File: src/rtl/lvdc_mem_pkg.sv
// Shared definitions for the core memory module select receivers.
package lvdc_mem_pkg;

  typedef enum logic [1:0] {
    ST_IDLE,
    ST_FETCH,
    ST_SHIFT,
    ST_RESTORE
  } mem_state_e;

  localparam logic [1:0] SECT_IA = 2'd0;
  localparam logic [1:0] SECT_IB = 2'd1;
  localparam logic [1:0] SECT_DA = 2'd2;
  localparam logic [1:0] SECT_DB = 2'd3;

  localparam int unsigned MOD_MZON = 0;
  localparam int unsigned MOD_MTTN = 1;
  localparam int unsigned MOD_MFFN = 2;
  localparam int unsigned MOD_MSSN = 3;

endpackage

File: src/rtl/mem_sel_decode.sv
// Combinational decode of the active-low module and sector strobes.
module mem_sel_decode
  import lvdc_mem_pkg::*;
#(
  parameter int unsigned MODULE_ID = MOD_MZON
) (
  input  logic [3:0] mod_n,
  input  logic [3:0] sec_n,
  output logic       own_c,
  output logic       multi_c,
  output logic [1:0] sect_c,
  output logic       sect_ok_c
);

  localparam logic [1:0] OWN_IDX = 2'(MODULE_ID);

  logic [2:0] mcount;
  logic [2:0] scount;

  // Sector index follows strobe order IMAN, IMBN, DMAN, DMBN.
  always_comb begin
    mcount = '0;
    scount = '0;
    sect_c = SECT_IA;
    for (int i = 0; i < 4; i++) begin
      mcount = mcount + 3'(!mod_n[i]);
      if (!sec_n[i]) begin
        scount = scount + 3'd1;
        sect_c = 2'(i);
      end
    end
  end

  assign own_c     = !mod_n[OWN_IDX];
  assign multi_c   = mcount > 3'd1;
  assign sect_ok_c = scount == 3'd1;

endmodule

File: src/rtl/mem_mod_sel_rcvr.sv
// Memory-module select receiver: decodes module/sector strobes, fetches the
// addressed word and shifts it out LSB first, then waits out core restore.
module mem_mod_sel_rcvr
  import lvdc_mem_pkg::*;
#(
  parameter int unsigned MODULE_ID      = MOD_MZON,
  parameter int unsigned WORD_BITS      = 28,
  parameter int unsigned RESTORE_CYCLES = 4
) (
  input  logic                 SIM_CLK,
  input  logic                 SIM_RST,
  input  logic                 V4MOD6,
  input  logic                 MZON,
  input  logic                 MTTN,
  input  logic                 MFFN,
  input  logic                 MSSN,
  input  logic                 IMAN,
  input  logic                 IMBN,
  input  logic                 DMAN,
  input  logic                 DMBN,
  input  logic                 BIT_STB,
  input  logic                 RD_ACK,
  input  logic [WORD_BITS-1:0] RD_WORD,
  output logic                 RD_REQ,
  output logic [1:0]           SECT,
  output logic                 SER_OUT,
  output logic                 SER_VAL,
  output logic                 BUSY,
  output logic                 SEL_ERR
);

  localparam int unsigned CNT_W = $clog2(WORD_BITS + 1);
  localparam int unsigned RST_W = (RESTORE_CYCLES > 1) ? $clog2(RESTORE_CYCLES) : 1;

  mem_state_e           state;
  logic [WORD_BITS-1:0] sreg;
  logic [CNT_W-1:0]     bit_cnt;
  logic [RST_W-1:0]     rst_cnt;

  logic       own_c;
  logic       multi_c;
  logic [1:0] sect_c;
  logic       sect_ok_c;
  logic       accept_c;
  logic       err_c;

  mem_sel_decode #(.MODULE_ID(MODULE_ID)) u_decode (
    .mod_n     ({MSSN, MFFN, MTTN, MZON}),
    .sec_n     ({DMBN, DMAN, IMBN, IMAN}),
    .own_c     (own_c),
    .multi_c   (multi_c),
    .sect_c    (sect_c),
    .sect_ok_c (sect_ok_c)
  );

  // A bus-wide multi-module select is a fault for every listener.
  assign accept_c = V4MOD6 && own_c && !multi_c && sect_ok_c && (state == ST_IDLE);
  assign err_c    = V4MOD6 && (multi_c || (own_c && ((state != ST_IDLE) || !sect_ok_c)));

  always_ff @(posedge SIM_CLK or negedge SIM_RST) begin
    if (!SIM_RST) begin
      state   <= ST_IDLE;
      sreg    <= '0;
      bit_cnt <= '0;
      rst_cnt <= '0;
      RD_REQ  <= 1'b0;
      SECT    <= '0;
      SER_OUT <= 1'b0;
      SER_VAL <= 1'b0;
      BUSY    <= 1'b0;
      SEL_ERR <= 1'b0;
    end else begin
      RD_REQ  <= 1'b0;
      SER_VAL <= 1'b0;
      SEL_ERR <= err_c;
      unique case (state)
        ST_IDLE: begin
          if (accept_c) begin
            SECT   <= sect_c;
            RD_REQ <= 1'b1;
            BUSY   <= 1'b1;
            state  <= ST_FETCH;
          end
        end
        ST_FETCH: begin
          if (RD_ACK) begin
            sreg    <= RD_WORD;
            bit_cnt <= '0;
            state   <= ST_SHIFT;
          end
        end
        ST_SHIFT: begin
          if (BIT_STB) begin
            SER_OUT <= sreg[0];
            SER_VAL <= 1'b1;
            sreg    <= {1'b0, sreg[WORD_BITS-1:1]};
            bit_cnt <= bit_cnt + CNT_W'(1);
            if (bit_cnt == CNT_W'(WORD_BITS - 1)) begin
              rst_cnt <= '0;
              state   <= ST_RESTORE;
            end
          end
        end
        ST_RESTORE: begin
          if (rst_cnt == RST_W'(RESTORE_CYCLES - 1)) begin
            SER_OUT <= 1'b0;
            BUSY    <= 1'b0;
            state   <= ST_IDLE;
          end else begin
            rst_cnt <= rst_cnt + RST_W'(1);
          end
        end
        default: state <= ST_IDLE;
      endcase
    end
  end

endmodule

File: config.mk
export PLATFORM = sky130hd
export DESIGN_NAME = mem_mod_sel_rcvr
export DESIGN_NICKNAME = d
export VERILOG_FILES = /design/src/rtl/lvdc_mem_pkg.sv /design/src/rtl/mem_sel_decode.sv /design/src/rtl/mem_mod_sel_rcvr.sv
export SDC_FILE = /design/constraint.sdc
export NUM_CORES = 1
export LEC_CHECK = 0
export ABC_AREA = 1
export CAP_MARGIN = 5
export CORE_ASPECT_RATIO = 0.5
export CORE_MARGIN = 1.5
export CORE_UTILIZATION = 63
export DETAILED_ROUTE_END_ITERATION = 6
export DONT_BUFFER_PORTS = 1
export HOLD_SLACK_MARGIN = 0.06
export PLACE_DENSITY = 0.79
export SETUP_SLACK_MARGIN = 0.2
export SYNTH_ARGS = -nofsm -noshare
export SYNTH_HDL_FRONTEND = slang
export SYNTH_SLANG_ARGS = --single-unit
File: constraint.sdc
create_clock -name SIM_CLK -period 1.8 [get_ports SIM_CLK]
set_clock_uncertainty 0.1 [all_clocks]
set_input_delay 0.27 -clock SIM_CLK [delete_from_list [all_inputs] [get_ports SIM_CLK]]
set_output_delay 0.27 -clock SIM_CLK [all_outputs]
set_load 0.01 [all_outputs]
==> results of run 1 <==
==> worst paths after layout <==
kind,from,to,slack [ns],depth (start not counted)
worst min-delay path,V4MOD6,SEL_ERR,0.06,2
max in group asynchronous,SIM_RST,state[0],1.02,2
worst max register to register,state[1],bit_cnt[4],0.15,9
worst min register to register,bit_cnt[0],bit_cnt[0],0.42,1
min in group asynchronous,SIM_RST,sreg[23],0.35,2
worst max-delay path,state[1],bit_cnt[4],0.15,9
==> cells in the mapped netlist <==
cell / n / share of area
nand2_1: 84 / 0.13
dfrtp_1: 44 / 0.45
nor2_1: 36 / 0.056
a31oi_1: 27 / 0.070
inv_1: 26 / 0.040
nand3_1: 13 / 0.027
ha_1: 11 / 0.057
a21oi_1: 7 / 0.014
nand2_2: 7 / 0.018
o21ai_0: 7 / 0.014
buf_2: 5 / 0.010
inv_2: 5 / 0.0077
buf_6: 4 / 0.019
clkbuf_1: 3 / 0.0046
nor2_4: 3 / 0.014
o21ai_1: 3 / 0.0062
nand2_4: 2 / 0.0093
nand4_1: 2 / 0.0052
nor3b_1: 2 / 0.0062
a22o_1: 1 / 0.0036
a32o_1: 1 / 0.0041
nand3_2: 1 / 0.0041
nand3_4: 1 / 0.0072
nor2_8: 1 / 0.0082
nor3_1: 1 / 0.0021
nor3_4: 1 / 0.0067
o21a_1: 1 / 0.0031
==> per-stage QoR <==
step	instance area, um2	power (uW)	setup TNS (ns)	cells	hold WS [ns]
finish	3230	5400	0	397	0.0636
global route	3230	5710	0	397	0.0878
CTS	3140	5000	0	393	0.0611
detailed placement	2540	3740	-0.251	347	-0.124
global placement	2540	3630	0	347	-0.125
floorplan	2490	3380	0	299	-0.126
==> worst max-delay path, delay by kind of cell, from the launching register on <==
kind | cells | cell delay, ns
compound gates | 2 | 0.22
fa+ha+maj | 1 | 0.18
buf+inv | 1 | 0.06
flops | 1 | 0.43
simple gates | 5 | 0.56
==> repair_timing <==
action	in CTS	in global routing
hold buffers	30	1
setup buffers	7	1
gates cloned	1	2
endpoints found under the hold margin	72	1
gates resized for setup	22	12
pin swaps	7	3
endpoints found under the setup margin	38	37
==> area by class of cell <==
cell class | count | area, um2
Timing Repair Buffer | 51 | 548
Inverter | 31 | 136
Clock inverter | 3 | 47.5
Tap cell | 51 | 63.8
Clock buffer | 5 | 68.8
Fill cell | 139 | 332
Sequential cell | 44 | 1100
Multi-Input combinational cell | 212 | 1270
==> registers in the layout, summed over array words and instances, names as in the netlist <==
register,cells
sreg,28
bit_cnt,5
SECT,2
rst_cnt,2
state,2
BUSY,1
RD_REQ,1
SEL_ERR,1
SER_OUT,1
SER_VAL,1
==> power groups by stage <==
stage | Sequential [uW] | Clock [uW] | Combinational (uW)
after detailed placement | 1710 | 0 | 2020
after global routing | 1780 | 812 | 3120
final | 1750 | 769 | 2880
after global placement | 1700 | 0 | 1930
after floorplan | 1650 | 0 | 1720
after CTS | 1710 | 770 | 2520
==> per-layer routing <==
layer | track usage | up-vias | part of all wire
li1 | - | 1063 | -
met1 | 0.338 | 1103 | 0.40
met2 | 0.562 | 100 | 0.54
met3 | 0.0583 | 6 | 0.059
met4 | 0.0656 | 0 | 0.0080
met5 | 0 | - | 0
==> cells by family after synthesis <==
| logic type | after synthesis |
|---|---|
| buffers and inverters | 43 |
| AOI/OAI and AO/OA | 47 |
| DFF | 44 |
| and+or+nand+nor | 154 |
| adders and majority gates | 11 |
==> summary.md, run 1 <==
| Metric | Value |
|---|---|
| Sw Share | `0.424` |
| Num CTS Buffers | `5` |
| Fin nets | `397` |
| Total track usage | `0.284` |
| Core ar. | `3570 um2` |
| LEAKAGE | `0.00149 uW` |
| Area Growth Syn to Fin | `33.2%` |
| Crit. End Element | `flip-flop` |
| I/O pins | `48` |
| NetSw | `2290 uW` |
| Die Ht | `46.9 um` |
| DRT Wirelength | `6390 um` |
| Ant diodes | `0` |
| Syn nets | `351` |
| Synth cell types | `27` |
| Mux contribution to synthesized area | `0` |
| Slowest cell on the critical path | `dfrtp_2` |
| CTS tree | `yes` |
| DR iter-0 viols | `177` |
| Row cnt | `15` |
| Antenna Nets Post-Route | `0` |
| Routability cong. | `0.802` |
| XOR/XNOR Fraction of Synth Area | `0` |
| DRC | `0` |
| Worst-Margin Slew | `0.276 ns` |
| Most common cell on crit path | `nand2_4` |
| Post-Place Setup Slack | `-0.0785 ns` |
| Most common cell after layout, fill and taps aside | `nand2_1` |
| H-tree lvl count | `2` |
| Max_cap viols | `0` |
| Largest net degree at the start of global routing | `45` |
| Worst slew margin | `0.814` |
| Post-synthesis simple-gate area fraction | `0.293` |
| Clock Sink Count | `44` |
| Fmax | `0.606 GHz` |
| Layout cells sized above 1 | `0.228` |
| Clk buf depth | `2` |
| Post-Synthesis Cell Area | `2430 um2` |
| Initial Util | `0.681` |
| Core Util, Final | `0.907` |
| Synth Area in Compound Gates | `0.115` |
| CP Launch Type | `flip-flop` |
| Die W | `90.8 um` |
| Most frequent cells in the layout | `nand2_1, dfrtp_1, nor2_1, dlygate4sd3_1, a31oi_1` |
| Via density | `5.72` |
| P_int | `3110 uW` |
| Comb pwr share | `0.534` |
| Hold/Removal Path Class | `in2reg` |
| Via count | `2,272` |
| Root Driver | `clkbuf_8` |
| Synth Area in Adders | `0.0567` |
| Die area | `4260 um2` |
| Clock power frac | `0.142` |
| Total grt overflow | `0` |
| IO buf count | `0` |
| CP cell instances | `inv_2 -> ha_4 -> nand2_4 -> nand2_4 -> nor2_8 -> nand3_2 -> nor2_2 -> a21oi_1 -> o21a_1` |
| Outcome | `complete, no violations` |
| Reg power frac | `0.324` |
| Crit Path Max Fanout | `6` |
| TritonRoute pass-1 iters | `4` |
| Synth Area per Inst | `8.12 um2` |
| Final Cycle Share | `0.917` |
| Final min period | `1.65 ns` |
| Mapped Cells | `299` |
| Vias in the first global route | `2,117` |
| WL/cell | `16.1 um` |
| PnR worst setup slack | `0.149 ns` |
| Crit path DAT | `1.73 ns` |
| Yosys reg bits | `44` |
| Kind of critical path | `reg2reg` |
| Worst-Skew Late Latency | `0.30 ns` |
| Initial antenna violation count | `0` |
| Combinational family with the most area after synthesis | `simple AND/OR/NAND/NOR gates` |
| Clk slew on worst S/H paths | `0.08 ns` |
| Req. time, crit path | `1.88 ns` |
| RSZ-0062 raised after global routing | `yes` |
| Slew Limit Fails | `0` |
| Worst path max stage delay | `0.43 ns` |
| Global-route wire length before repair | `9230 um` |
| Count of final hold-check violations | `0` |
| Worst vdd ir | `0.000771 V` |
| # setup viols final | `0` |
| PwrDens | `1670 nW/um2` |
| Syn. warnings | `0` |
| Register area share after synthesis | `0.453` |
| Placed wire-length estimate | `3290 um` |
No activity file was read; power rests on OpenSTA's default activity.
==> inputs of run 2 (changes only) <==
--- a/config.mk
+++ b/config.mk
@@ -10,6 +10,7 @@
 export CORE_ASPECT_RATIO = 0.5
 export CORE_MARGIN = 1.5
 export CORE_UTILIZATION = 63
+export CTS_BUF_LIST = sky130_fd_sc_hd__clkbuf_16
 export DETAILED_ROUTE_END_ITERATION = 6
 export DONT_BUFFER_PORTS = 1
 export HOLD_SLACK_MARGIN = 0.06
==> run 2 against run 1 <==
Hold slack worse by 0.0094 ns. Register-to-register slack worse by 0.10 ns. Clock power is 39% higher. Critical path depth is 1 lower. Wire length is 27% higher. Die area stayed put. Core utilization is 2.4 points higher. Worst setup slack worse by 0.10 ns.
==> summary.md, run 2 (same netlist as run 1, synthesis figures left out) <==
| Metric | Value |
|---|---|
| Outcome | `complete, no violations` |
| Total grt overflow | `0` |
| Die area | `4260 um2` |
| DRC | `0` |
| Most common cell after layout, fill and taps aside | `nand2_1` |
| Total power | `6060 uW` |
| Total track usage | `0.326` |
| CP cell instances | `inv_2 -> ha_4 -> nand2_4 -> nand2_4 -> nor2_8 -> buf_12 -> nor2_1 -> a31oi_1` |
| Largest net degree at the start of global routing | `45` |
| Initial Util | `0.681` |
| Most common cell on crit path | `nand2_4` |
| Worst path max stage delay | `0.45 ns` |
| DR iter-0 viols | `303` |
| Die W | `90.8 um` |
| Largest regs | `sreg (28), bit_cnt (5)` |
| Routability cong. | `0.802` |
| Sw Share | `0.434` |
| H-tree lvl count | `2` |
| Comb pwr share | `0.526` |
| Kind of critical path | `reg2reg` |
| Worst slew margin | `0.800` |
| Core ar. | `3570 um2` |
| NetSw | `2630 uW` |
| Ant diodes | `0` |
| Initial antenna violation count | `0` |
| P_int | `3430 uW` |
| DRT Wirelength | `8120 um` |
| Crit Path Max Fanout | `22` |
| Fin nets | `394` |
| Clock Sink Count | `44` |
| Clk buf depth | `2` |
| Post-Place Setup Slack | `-0.0785 ns` |
| # setup viols final | `0` |
| LEAKAGE | `0.00153 uW` |
| Worst-Margin Slew | `0.297 ns` |
| PwrDens | `1830 nW/um2` |
| Via density | `6.43` |
| Via count | `2,533` |
| IO buf count | `0` |
| Fmax | `0.571 GHz` |
| Slowest cell on the critical path | `dfrtp_2` |
| Final Cycle Share | `0.973` |
| Row cnt | `15` |
| Worst vdd ir | `0.000931 V` |
| CP Launch Type | `flip-flop` |
| I/O pins | `48` |
| Most frequent cells in the layout | `nand2_1, dfrtp_1, nor2_1, dlygate4sd3_1, a31oi_1` |
| PnR worst setup slack | `0.0486 ns` |
| Slew Limit Fails | `0` |
| CTS tree | `yes` |
| Dpl cells | `347` |
| Hold/Removal Path Class | `in2reg` |
| Final min period | `1.75 ns` |
| Critical path's top delay family | `flip-flops` |
| Reg power frac | `0.296` |
| Num CTS Buffers | `5` |
| Vias in the first global route | `2,213` |
| Clk slew on worst S/H paths | `0.07 ns` |
| Global-route wire length before repair | `10,300 um` |
| Max_cap viols | `0` |
| Largest register by flop count | `sreg` |
| Count of final hold-check violations | `0` |
| Crit path DAT | `1.84 ns` |
| WL/cell | `20.6 um` |
| Area Growth Syn to Fin | `36.6%` |
| Buf/Inv on CP | `2` |
| Crit. End Element | `flip-flop` |
| Antenna Nets Post-Route | `0` |
| Req. time, crit path | `1.88 ns` |
| Final non-filler cell total | `394` |
| RSZ-0062 raised after global routing | `yes` |
| TritonRoute pass-1 iters | `5` |
| Number of flip-flops under the largest register name | `28` |
| Worst-Skew Late Latency | `0.29 ns` |
| Root Driver | `clkbuf_16` |
| Placed wire-length estimate | `3290 um` |
| Clock power frac | `0.177` |
| Die Ht | `46.9 um` |
| Layout cells sized above 1 | `0.257` |
[run 2: changes by cell type in the layout (fill, tap and decap cells not counted), moves of 2 or more]
cell	previous run	this run
a31oi_1	27	25
a31oi_2	0	2
clkbuf_16	1	6
clkbuf_8	5	0
dlygate4sd3_1	30	26
inv_1	20	18
nand2_1	79	76
nand2_2	11	8
nand2_4	3	9
o21ai_0	5	7
o21ai_1	5	2
[run 2: metrics by stage]
stage | utilization | hold WS (ns) | cell area, um2 | setup TNS, ns
6_report | 0.931 | 0.0542 | 3320 | 0
3_5_place_dp | 0.713 | -0.124 | 2540 | -0.251
2_1_floorplan | - | -0.126 | 2490 | 0
3_3_place_gp | 0.713 | -0.125 | 2540 | 0
4_1_cts | 0.892 | 0.0686 | 3180 | 0
5_1_grt | 0.931 | 0.0604 | 3320 | 0
[run 2: layout make-up]
class	instances	area (um2)
clock buffers	5	125
fillers	126	248
well taps	51	63.8
clock inverters	3	47.5
inverters	31	139
repair buffers	48	527
multi-input cells	212	1310
flip-flops and latches	44	1100
[run 2: path summary, 6_finish.rpt]
kind / slack, ns / cells past startpoint / endpoint / startpoint
max in group asynchronous: 1.01 / 2 / state[1] / SIM_RST
worst max-delay path: 0.05 / 8 / sreg[5] / state[1]
worst min register to register: 0.44 / 1 / bit_cnt[1] / bit_cnt[1]
worst min-delay path: 0.05 / 2 / sreg[8] / RD_WORD[8]
min in group asynchronous: 0.36 / 2 / sreg[5] / SIM_RST
worst max register to register: 0.05 / 8 / sreg[5] / state[1]
[run 2: what timing repair did]
action | CTS | global route
setup buffers | 8 | 1
hold endpoints to repair | 69 | 0
cloned | 1 | 2
resized for setup | 23 | 26
endpoints found under the setup margin | 38 | 41
pin swaps | 8 | 10
hold buffers | 27 | 0
[run 2: per-layer routing]
layer / part of all wire / routed length (um) / up-vias / track usage
met2: 0.50 / 4060 / 215 / 0.615
met5: 0 / 0 / - / 0
met1: 0.34 / 2800 / 1204 / 0.362
li1: - / - / 1056 / -
met3: 0.098 / 799 / 58 / 0.0971
met4: 0.056 / 455 / 0 / 0.153
[run 2: power groups by stage]
stage / clock network, uW / logic (uW) / registers, uW
floorplan: 0 / 1720 / 1650
finish: 1070 / 3190 / 1790
detailed placement: 0 / 2020 / 1710
CTS: 1050 / 2580 / 1720
global route: 1100 / 3370 / 1820
global placement: 0 / 1930 / 1700
